## src/rtl/ahb_chk_pkg.sv

```systemverilog
// Shared types and helpers for the AHB-Lite protocol checker.
package ahb_chk_pkg;

  typedef enum logic [1:0] {
    HT_IDLE   = 2'd0,
    HT_BUSY   = 2'd1,
    HT_NONSEQ = 2'd2,
    HT_SEQ    = 2'd3
  } htrans_e;

  typedef enum logic [2:0] {
    HB_SINGLE = 3'd0,
    HB_INCR   = 3'd1,
    HB_WRAP4  = 3'd2,
    HB_INCR4  = 3'd3,
    HB_WRAP8  = 3'd4,
    HB_INCR8  = 3'd5,
    HB_WRAP16 = 3'd6,
    HB_INCR16 = 3'd7
  } hburst_e;

  typedef enum logic [3:0] {
    EC_NONE      = 4'd0,
    EC_STABLE    = 4'd1,
    EC_SEQ_ILL   = 4'd2,
    EC_BUSY_ILL  = 4'd3,
    EC_SEQ_ADDR  = 4'd4,
    EC_SEQ_CTRL  = 4'd5,
    EC_EARLY_TRM = 4'd6,
    EC_OVERRUN   = 4'd7,
    EC_KB_CROSS  = 4'd8,
    EC_SIZE      = 4'd9,
    EC_TIMEOUT   = 4'd10
  } err_code_e;

  typedef enum logic [1:0] {
    IDLE_ST  = 2'd0,
    BURST_ST = 2'd1,
    ERR_ST   = 2'd2
  } chk_state_e;

  // Control captured from the NONSEQ that opened a burst.
  typedef struct packed {
    logic       hwrite;
    logic [2:0] hsize;
    logic [2:0] hburst;
    logic [3:0] hprot;
  } ctrl_t;

  // Byte offsets below this mask share one 1KB page.
  localparam logic [31:0] KB_MASK = 32'h0000_03FF;

  // Fixed burst length in beats; 0 means no fixed length (SINGLE, INCR).
  function automatic logic [4:0] burst_len(input logic [2:0] hb);
    case (hb)
      HB_WRAP4, HB_INCR4:   burst_len = 5'd4;
      HB_WRAP8, HB_INCR8:   burst_len = 5'd8;
      HB_WRAP16, HB_INCR16: burst_len = 5'd16;
      default:              burst_len = 5'd0;
    endcase
  endfunction

  function automatic logic is_wrap(input logic [2:0] hb);
    is_wrap = (hb == HB_WRAP4) || (hb == HB_WRAP8) || (hb == HB_WRAP16);
  endfunction

  // Bit position of an error code inside err_vec.
  function automatic int err_bit(input err_code_e c);
    err_bit = int'(c) - 1;
  endfunction

endpackage

```

## src/rtl/ahb_burst_addr_calc.sv

```systemverilog
// Next expected SEQ address for INCR/WRAP bursts and the 1KB-cross flag
// for incrementing bursts. Purely combinational.
module ahb_burst_addr_calc
  import ahb_chk_pkg::*;
#(
  parameter int ADDR_W = 32
) (
  input  logic [ADDR_W-1:0] addr,
  input  logic [2:0]        hsize,
  input  logic [2:0]        hburst,
  output logic [ADDR_W-1:0] next_addr,
  output logic              kb_cross
);

  logic [ADDR_W-1:0] step;
  logic [ADDR_W-1:0] linear;
  logic [ADDR_W-1:0] wrap_mask;
  logic [ADDR_W-1:0] page_mask;

  // Linear increment, folded back into the wrap block for WRAP bursts.
  always_comb begin
    step      = ADDR_W'(1) << hsize;
    linear    = addr + step;
    wrap_mask = (ADDR_W'(burst_len(hburst)) << hsize) - ADDR_W'(1);
    page_mask = ~ADDR_W'(KB_MASK);
    if (is_wrap(hburst)) begin
      next_addr = (addr & ~wrap_mask) | (linear & wrap_mask);
    end else begin
      next_addr = linear;
    end
    kb_cross = !is_wrap(hburst) && ((next_addr & page_mask) != (addr & page_mask));
  end

endmodule

```

## config.mk

```make
export PLATFORM = sky130hd
export DESIGN_NAME = ahb_burst_addr_calc
export DESIGN_NICKNAME = d
export VERILOG_FILES = /design/src/rtl/ahb_chk_pkg.sv /design/src/rtl/ahb_burst_addr_calc.sv
export SDC_FILE = /design/constraint.sdc
export NUM_CORES = 1
export LEC_CHECK = 0
export CAP_MARGIN = 20
export CORE_MARGIN = 3
export CORE_UTILIZATION = 40
export DETAILED_ROUTE_END_ITERATION = 10
export GPL_ROUTABILITY_DRIVEN = 0
export PLACE_DENSITY_LB_ADDON = 0.08
export RECOVER_POWER = 100
export SLEW_MARGIN = 20
export SYNTH_ARGS = -nofsm -noshare
export SYNTH_HDL_FRONTEND = slang
export SYNTH_SLANG_ARGS = --single-unit
```

## constraint.sdc

```tcl
create_clock -name vclk -period 3.6
set_input_delay 0.72 -clock vclk [all_inputs]
set_output_delay 0.72 -clock vclk [all_outputs]
set_load 0.005 [all_outputs]
```

== Word level (Yosys, flattened, before mapping) ==
Index checks and enable logic that the tools add are counted.

* Bits of input ports: 38
* Output and inout port bits: 33
* Logic and storage cells: 24
* Register bits: 0

* Multiplexer cells: 2
* Reductions and logical operators: 7
* Equal/unequal tests: 7
* Add/sub/neg operators: 2
* Shift-type cells: 2
* Bitwise logic cells: 4

{| class="wikitable"
|+ Operator list
! kind !! number
|-
| $and A32 B32 Y32 || 2
|-
| $add A32 B32 Y32 || 1
|-
| $mux W32 || 1
|-
| $not A32 Y32 || 1
|-
| $or A32 B32 Y32 || 1
|-
| $shl A1 B3 Y32 const A || 1
|-
| $shl A5 B3 Y32 || 1
|-
| $sub A32 B1 Y32 const B || 1
|-
| $ne A22 B22 Y1 || 1
|-
| $pmux W5 S3 || 1
|-
| $eq A3 B3 Y1 const B || 4
|-
| $eq A3 B2 Y1 const B || 2
|-
| $reduce_or A2 Y1 || 3
|-
| $logic_or A1 B1 Y1 || 2
|-
| $logic_and A1 B1 Y1 || 1
|-
| $logic_not A1 Y1 || 1
|}

== Logic depth before layout (Yosys ltp) ==
Gate-level depths: netlist of run 1.

* Word-level depth: 11
* Gate-level depth with buffers: 11
* Depth with buffers taken out: 9

== Worst setup path before layout of run 1 ==
Ideal clock, no wire load.

* Path type: input -> output
* Start: input port hsize[0]
* End: output port next_addr[10]
* Slack: 0.201 ns
* Arrival: 2.679 ns
* Required time: 2.880 ns
* Buffers on the path: 2
* Stages: 9
* Cell sequence: buf_2 -> clkbuf_1 -> and2_1 -> fa_1 -> a211oi_1 -> nor4_4 -> or2_2 -> o211ai_1 -> xnor2_1

* Longest elaborated chain between the ends: 6
* Elaborated cells on any way between the ends: 9
* Those cells by class: add/sub (2); shift (2); mux (1); bitwise (4)

{| class="wikitable"
|+ Ends and longest elaborated chain
! what !! RTL line !! source
|-
| start, declared || ahb_burst_addr_calc.sv:9 || <nowiki>input logic [2:0] hsize,</nowiki>
|-
| $shl A5 B3 Y32 || ahb_burst_addr_calc.sv:24 || <nowiki>wrap_mask = (ADDR_W'(burst_len(hburst)) << hsize) - ADDR_W'(1);</nowiki>
|-
| $sub A32 B1 Y32 || ahb_burst_addr_calc.sv:24 ||
|-
| $not A32 Y32 || ahb_burst_addr_calc.sv:27 || <nowiki>next_addr = (addr & ~wrap_mask) | (linear & wrap_mask);</nowiki>
|-
| $and A32 B32 Y32 || ahb_burst_addr_calc.sv:27 ||
|-
| $or A32 B32 Y32 || ahb_burst_addr_calc.sv:27 ||
|-
| $mux W32 * || ahb_burst_addr_calc.sv:26 || <nowiki>if (is_wrap(hburst)) begin</nowiki>
|-
| end, declared || ahb_burst_addr_calc.sv:11 || <nowiki>output logic [ADDR_W-1:0] next_addr,</nowiki>
|}

Mark *: on every way between the ends. The rest lies on a longest branch, timed or not.

== Worst setup path after layout of run 1 ==
* Start: input port hsize[0]
* End: output port next_addr[16]

Same word-level chain as after synthesis.

==> results of run 1 <==
-- Yosys cell counts (2+ instances only) --
master and count:
and2_1 3, or2_2 2, nor4_2 3, a31o_2 2
xnor2_1 13, a211oi_1 2, a21oi_1 11, and4_1 2
buf_2 5, nor4_4 3, inv_1 7, mux2_2 2
nor2_1 16, nor2b_1 3, nand2_1 23, nand3_1 9
a21o_1 2, nor3b_1 2, a311oi_1 2, nand2b_1 2
buf_6 2, ha_1 10, nor3_1 12, xor2_1 19
o21ai_0 9, o211ai_1 4, clkbuf_1 2, o21ai_1 3
nor3_2 2, and3_1 4
-- final cells by class --
cell class | count | area share (%)
inverter | 7 | 0.8427
multi-input combinational | 189 | 54.17
tap | 46 | 1.846
timing repair buffer | 154 | 43.14
-- how the worst min path moves through the flow --
stage	endpoint	startpoint	slack (ps)	depth (start not counted)
6_report	next_addr[5]	addr[5]	2000	4
3_3_place_gp	next_addr[31]	addr[31]	2410	3
5_1_grt	next_addr[5]	addr[5]	2020	4
2_1_floorplan	next_addr[13]	addr[13]	1500	1
3_5_place_dp	next_addr[31]	addr[31]	2420	3
4_1_cts	next_addr[4]	addr[4]	2030	3
-- power by group --
group	leakage (nW)	internal (W)	switching [W]
clock network	0	0	0
registers	0	0	0
logic	1.43	0.000191	0.000167
-- cell families after synthesis --
family / synth area share, %
buffers and inverters: 6.137
AND/OR/NAND/NOR: 38.38
multiplexers: 1.556
adder cells (fa/ha/maj): 10.03
AO/OA/AOI/OAI: 24.55
XOR/XNOR: 19.36
-- worst max-delay path: stages --
cell and delay (ps):
buf_12 110, nor3_4 190, ha_2 230, fa_2 230, buf_6 110, a211oi_4 60, nor4_4 390, buf_4 190
o21ai_4 60, buf_6 140, buf_12 110, nor3_4 170, xor2_1 170, buf_2 140
-- routing by layer --
layer | GRT usage, % | wire [um] | vias to the layer above
met5 | 0 | 0 | -
met4 | 9.137 | 399 | 0
met3 | 3.061 | 726 | 50
met2 | 51.43 | 3910 | 190
met1 | 36.50 | 2875 | 1126
li1 | - | - | 1053
-- timing repair --
item	CTS	global route
endpoints found under the setup margin	31	24
buffers inserted	14	16
pin swaps	29	24
resized for setup	119	44
cloned	1	1
-- metrics by stage --
step                total power [W]  setup WS (ps)  hold slack (ps)
floorplan                 0.0001175          201.1             1495
global placement          0.0002841         -866.7             2410
detailed placement        0.0002878         -866.7             2418
CTS                       0.0003118         -93.86             2034
global route              0.0003729         -228.4             2017
finish                    0.0003577         -128.0             2002
==> flow_summary.toml, run 1 <==
[status]
status = "finished, violations left"
violations = "setup timing"

[final_layout]
fillers = 140
layout_common_cells = "73 x buf_4, 27 x clkdlybuf4s50_1, 20 x dlygate4sd2_1"
final_common_cell = "buf_4"
final_util_pct = 91.28
syn2layout_area_growth_pct = 115.4
fin_nets = 401
drive_above_1_share_pct = 44.57
seq_area_um2 = 0
final_area_um2 = 3118
multi_input_area_um2 = 1689
clockBufferCount = 0
nFlopsAndLatches = 0
instances_no_fill = 396
diodes = 0

[worst_setup_path]
crit_start = "hsize[0]"
crit_required_ps = 2880
crit_type = "primary input to output pin"
crit_arrival_ps = 3010
endpoint_kind = "output pin"
endpoint = "next_addr[16]"
critPathMaxFanout = 5
startpoint_type = "primary input"

[timing]
rsz0062_at_grt = "yes"
layout_min_cycle_time_ps = 3728
fmax_mhz = 268.2
final-max-slew-violation-count = 0
fin_crit_sh_pct = 103.6
fin_ws_ps = -128.0
tightest_slew_ps = 425.6
setup_viol = 13
slew-limit-headroom_pct = 71.27
setup_tns_ps = -547.4
final-hold-violation-count = 0

[pwr]
p_leak_nw = 1.430
vdd_drop_max_mv = 0.09343
powerDensity_nw_per_um2 = 114.7

[yosys]
syn_nets = 254
synthCells = 205
ys_seq_area_share_pct = 0
synth_warnings = 0
synthTopCellsByArea = "xor2_1 11%, ha_1 8.6%, xnor2_1 7.9%"
syn_avg_cell_area_um2 = 7.062
netlist_area_um2 = 1448
yosys.area.top_type = "xor2_1"
synth_cell_types = 54
synth.top_cell.area_share_pct = 11.50

[floorplanning]
pin_count = 71
num_rows = 21
die_area_um2 = 4377
core_area_um2 = 3416
die_h_um = 66.16
die_w_um = 66.16
start_util_pct = 42.38

[global_routing]
grt_use_total_pct = 29.12
globalRouteOverflowTotal = 0
grt_pass1_wl_mm = 10.20
antenna_found_initial = 0
grt_pass1_vias = 2137
grt_max_degree = 15

[detailed_routing]
drc_errors = 0
ant_nets = 0
dr.pass1.iters = 5
vias = 2419
drt-initial-drc-count = 290
drt-wirelength-per-cell_um = 19.98
via_per_inst = 6.109
wirelength_mm = 7.913

[placement]
post_dp_cell_area_um2 = 2571
dp_cells = 366
io_buffers = 71
hpwl_mm = 4.222

[flow_run]
maxCapViolCount = 0

[clock_network]
cts_hold_buf = 0

[hold_path]
worstHoldPathType = "primary input to output pin"
Note: power is estimated with default switching activity, not from simulation.
==> inputs of run 2 (changes only) <==
--- a/config.mk
+++ b/config.mk
@@ -5,6 +5,7 @@
 export SDC_FILE = /design/constraint.sdc
 export NUM_CORES = 1
 export LEC_CHECK = 0
+export ABC_AREA = 1
 export CAP_MARGIN = 20
 export CORE_MARGIN = 3
 export CORE_UTILIZATION = 40
==> flow_summary.toml, run 2 <==
[yosys]
synthTopCellsByArea = "nand2_1 20%, inv_1 9.0%, xor2_1 8.7%"
synthCells = 278
synth_commonest_cells = "80 x nand2_1, 36 x inv_1, 30 x nor2_1"
yosys.area.top_type = "nand2_1"
synth_warnings = 0
synth.top_cell.area_share_pct = 19.93
ys_seq_area_share_pct = 0
syn_nets = 327
synth_cell_types = 26
syn_avg_cell_area_um2 = 5.419
netlist_area_um2 = 1506
yosysMostFrequentCell = "nand2_1"

[floorplanning]
num_rows = 21
pin_count = 71
die_h_um = 67.37
start_util_pct = 43.43
die_w_um = 67.37

[clock_network]
cts_hold_buf = 0

[placement]
dp_slack_ps = -737.8
io_buffers = 71
hpwl_mm = 4.595

[status]
error = "[ERROR DPL-0038] Utilization greater than 100%, impossible to legalize"
status = "did not finish"
lastStage = "5_1_grt"

[timing]
worstEpCategory = "output port"
grt-worst-endpoint = "kb_cross"

[global_routing]
grt_max_degree = 9
==> run 2: cell types whose count changed after synthesis, sizes merged, moves of 4 or more <==
cell,previous run,this run
nor4,6,0
nor2,17,32
buf,8,2
nand4,2,8
xor2,19,15
inv,7,39
nand3,9,24
nand2,23,84
o211ai,4,0
==> run 2: repair_timing <==
item	4_1_cts
resized for setup	128
pin swaps	35
cloned	0
setup buffers	29
endpoints found under the setup margin	30
==> run 2: through the flow <==
stage	area (um2)	instances	TNS, ps
floorplan	1506	278	0
global placement	2699	452	-16070
detailed placement	2699	452	-17300
CTS	3067	481	-31.03
==> run 2: logic make-up after synthesis <==
kind of cell | after synthesis | share of synthesized area (%)
XOR/XNOR | 29 | 16.86
AND/OR/NAND/NOR | 165 | 50.17
adder cells (fa/ha/maj) | 11 | 9.635
multiplexers | 3 | 1.993
AO/OA/AOI/OAI | 28 | 9.718
buffers and inverters | 42 | 11.63
==> inputs of run 3 (changes only) <==
--- a/config.mk
+++ b/config.mk
@@ -8,10 +8,10 @@
 export ABC_AREA = 1
 export CAP_MARGIN = 20
 export CORE_MARGIN = 3
-export CORE_UTILIZATION = 40
+export CORE_UTILIZATION = 25
 export DETAILED_ROUTE_END_ITERATION = 10
 export GPL_ROUTABILITY_DRIVEN = 0
-export PLACE_DENSITY_LB_ADDON = 0.08
+export PLACE_DENSITY_LB_ADDON = 0.15
 export RECOVER_POWER = 100
 export SLEW_MARGIN = 20
 export SYNTH_ARGS = -nofsm -noshare
==> flow_summary.toml, run 3 <==
[hold_path]
worstHoldPathType = "primary input to output pin"
min_path_cells = 4

[worst_setup_path]
critPathBufInv = 8
crit_type = "primary input to output pin"
endpoint = "next_addr[20]"
crit_cells = 17
crit_required_ps = 2880
crit_slowest_cell = "ha_4"
cpPeakStageDelay_ps = 230
path_cells = "buf_6 > buf_8 > buf_4 > nor3_4 > ha_4 > buf_4 > a21oi_4 > o21ai_0 > nand2_1 > nand2_2 > nand4_1 > inv_2 > buf_6 > buf_4 > nand4_4 > xnor2_2 > buf_2"
critPathMaxFanout = 5
crit_arrival_ps = 2780
endpoint_kind = "output pin"
crit_start = "hsize[1]"
startpoint_type = "primary input"
timing.critical_path.mode_cell = "buf_4"
crit_family = "buffers and inverters"

[detailed_routing]
wirelength_mm = 6.285
wl_met2_mm = 3.264
highest_layer = "met4"
drt-wirelength-per-cell_um = 12.28
ant_nets = 0
wl_met1_mm = 2.736
wl_met3_um = 201
drc_errors = 0
drt-initial-drc-count = 45
vias = 2329
via_per_inst = 4.549
dr.pass1.iters = 4

[final_layout]
final_common_cell = "buf_4"
nFlopsAndLatches = 0
drive_above_1_share_pct = 45.68
diodes = 0
clockBufferCount = 0
fillers = 543
layout_common_cells = "88 x buf_4, 61 x nand2_1, 31 x inv_1"
syn2layout_area_growth_pct = 125.7
seq_area_um2 = 0
final_area_um2 = 3401
fin_nets = 491
multi_input_area_um2 = 1758

[floorplanning]
die_w_um = 83.63
core_area_um2 = 5675
num_rows = 27
die_h_um = 83.63
start_util_pct = 26.54
pin_count = 71
die_area_um2 = 6993

[yosys]
synth_top_family_by_area = "simple AND/OR/NAND/NOR gates"
synth.top_cell.area_share_pct = 19.93
yosysMostFrequentCell = "nand2_1"
synth-simple-area-share_pct = 50.17
synthTopCellsByArea = "nand2_1 20%, inv_1 9.0%, xor2_1 8.7%"
synthCells = 278
syn_avg_cell_area_um2 = 5.419
synth_fa_ha_area_share_pct = 9.635
netlist_area_um2 = 1506
synth_xor_area_share_pct = 16.86
synth_cell_types = 26
syn_nets = 327
synth_warnings = 0
synth_compound_area_share_pct = 9.718
synthMuxAreaShare_pct = 1.993
ys_seq_area_share_pct = 0
yosys.area.top_type = "nand2_1"
synth_commonest_cells = "80 x nand2_1, 36 x inv_1, 30 x nor2_1"

[timing]
setup_viol = 0
final-hold-violation-count = 0
layout_min_cycle_time_ps = 3497
fin_crit_sh_pct = 97.15
tightest_slew_ps = 343.1
rsz0062_at_grt = "yes"
fin_ws_ps = 102.6
fmax_mhz = 285.9
slew-limit-headroom_pct = 77.10
final-max-slew-violation-count = 0

[clock_network]
cts_hold_buf = 0

[global_routing]
globalRouteOverflowTotal = 0
grt_pass1_vias = 2201
grt_pass1_wl_mm = 9.804
grt_max_degree = 10
antenna_found_initial = 0
grt_use_total_pct = 16.05

[pwr]
powerDensity_nw_per_um2 = 110.6
vdd_drop_max_mv = 0.06873
p_leak_nw = 1.718
report.power.total_w = 0.0003763

[placement]
io_buffers = 71
hpwl_mm = 4.801
post_dp_cell_area_um2 = 2731
dp_slack_ps = -756.8

[flow_run]
maxCapViolCount = 0

[status]
status = "finished, final reports clean"
-- run 3: worst min path at each step --
stage          startpoint             to  slack, ps
2_1_floorplan    addr[13]  next_addr[13]       1500
3_3_place_gp     addr[31]  next_addr[31]       2410
3_5_place_dp     addr[31]  next_addr[31]       2410
4_1_cts          addr[20]  next_addr[20]       2120
5_1_grt           addr[5]   next_addr[5]       1920
6_report          addr[5]   next_addr[5]       1860
-- run 3: cell families after synthesis --
kind of cell,Yosys count
multiplexers,3
XOR/XNOR,29
AND/OR/NAND/NOR,165
AO/OA/AOI/OAI,28
adder cells (fa/ha/maj),11
buffers and inverters,42
-- run 3: power breakdown --
part           switching [W]  total (W)  internal (W)
clock network              0          0             0
logic               0.000175   0.000376      0.000202
registers                  0          0             0
total               0.000175   0.000376      0.000202
-- run 3: area by class of cell --
| cell class | instances | area share, % |
|---|---|---|
| multi-input cells | 236 | 51.69 |
| well taps | 72 | 2.649 |
| repair buffers | 165 | 40.77 |
| inverters | 39 | 4.893 |
-- run 3: routing by layer --
metal | up-vias | track usage (%)
met1 | 1049 | 20.69
met4 | 0 | 0.4386
met2 | 39 | 30.51
met3 | 9 | 1.086
met5 | - | 0
li1 | 1232 | -
-- run 3: worst min-delay path, stage by stage --
cell and delay (ps):
dlymetal6s2s_1 160, mux2i_1 100, inv_1 50, dlymetal6s2s_1 120
-- run 3: stage by stage --
step           instances  setup TNS (ps)  util [%]  hold slack, ps
6_report             512               0     59.92            1865
5_1_grt              512          -160.8     59.92            1924
4_1_cts              503          -49.38     54.50            2122
3_5_place_dp         478          -17720     48.13            2412
3_3_place_gp         478          -16870     48.13            2408
2_1_floorplan        278               0         -            1495
-- run 3: timing repair --
item / 4_1_cts / 5_1_grt
resized for setup: 124 / 83
hold endpoints to repair: 0 / 0
pin swaps: 36 / 46
endpoints found under the setup margin: 31 / 28
setup buffers: 25 / 11
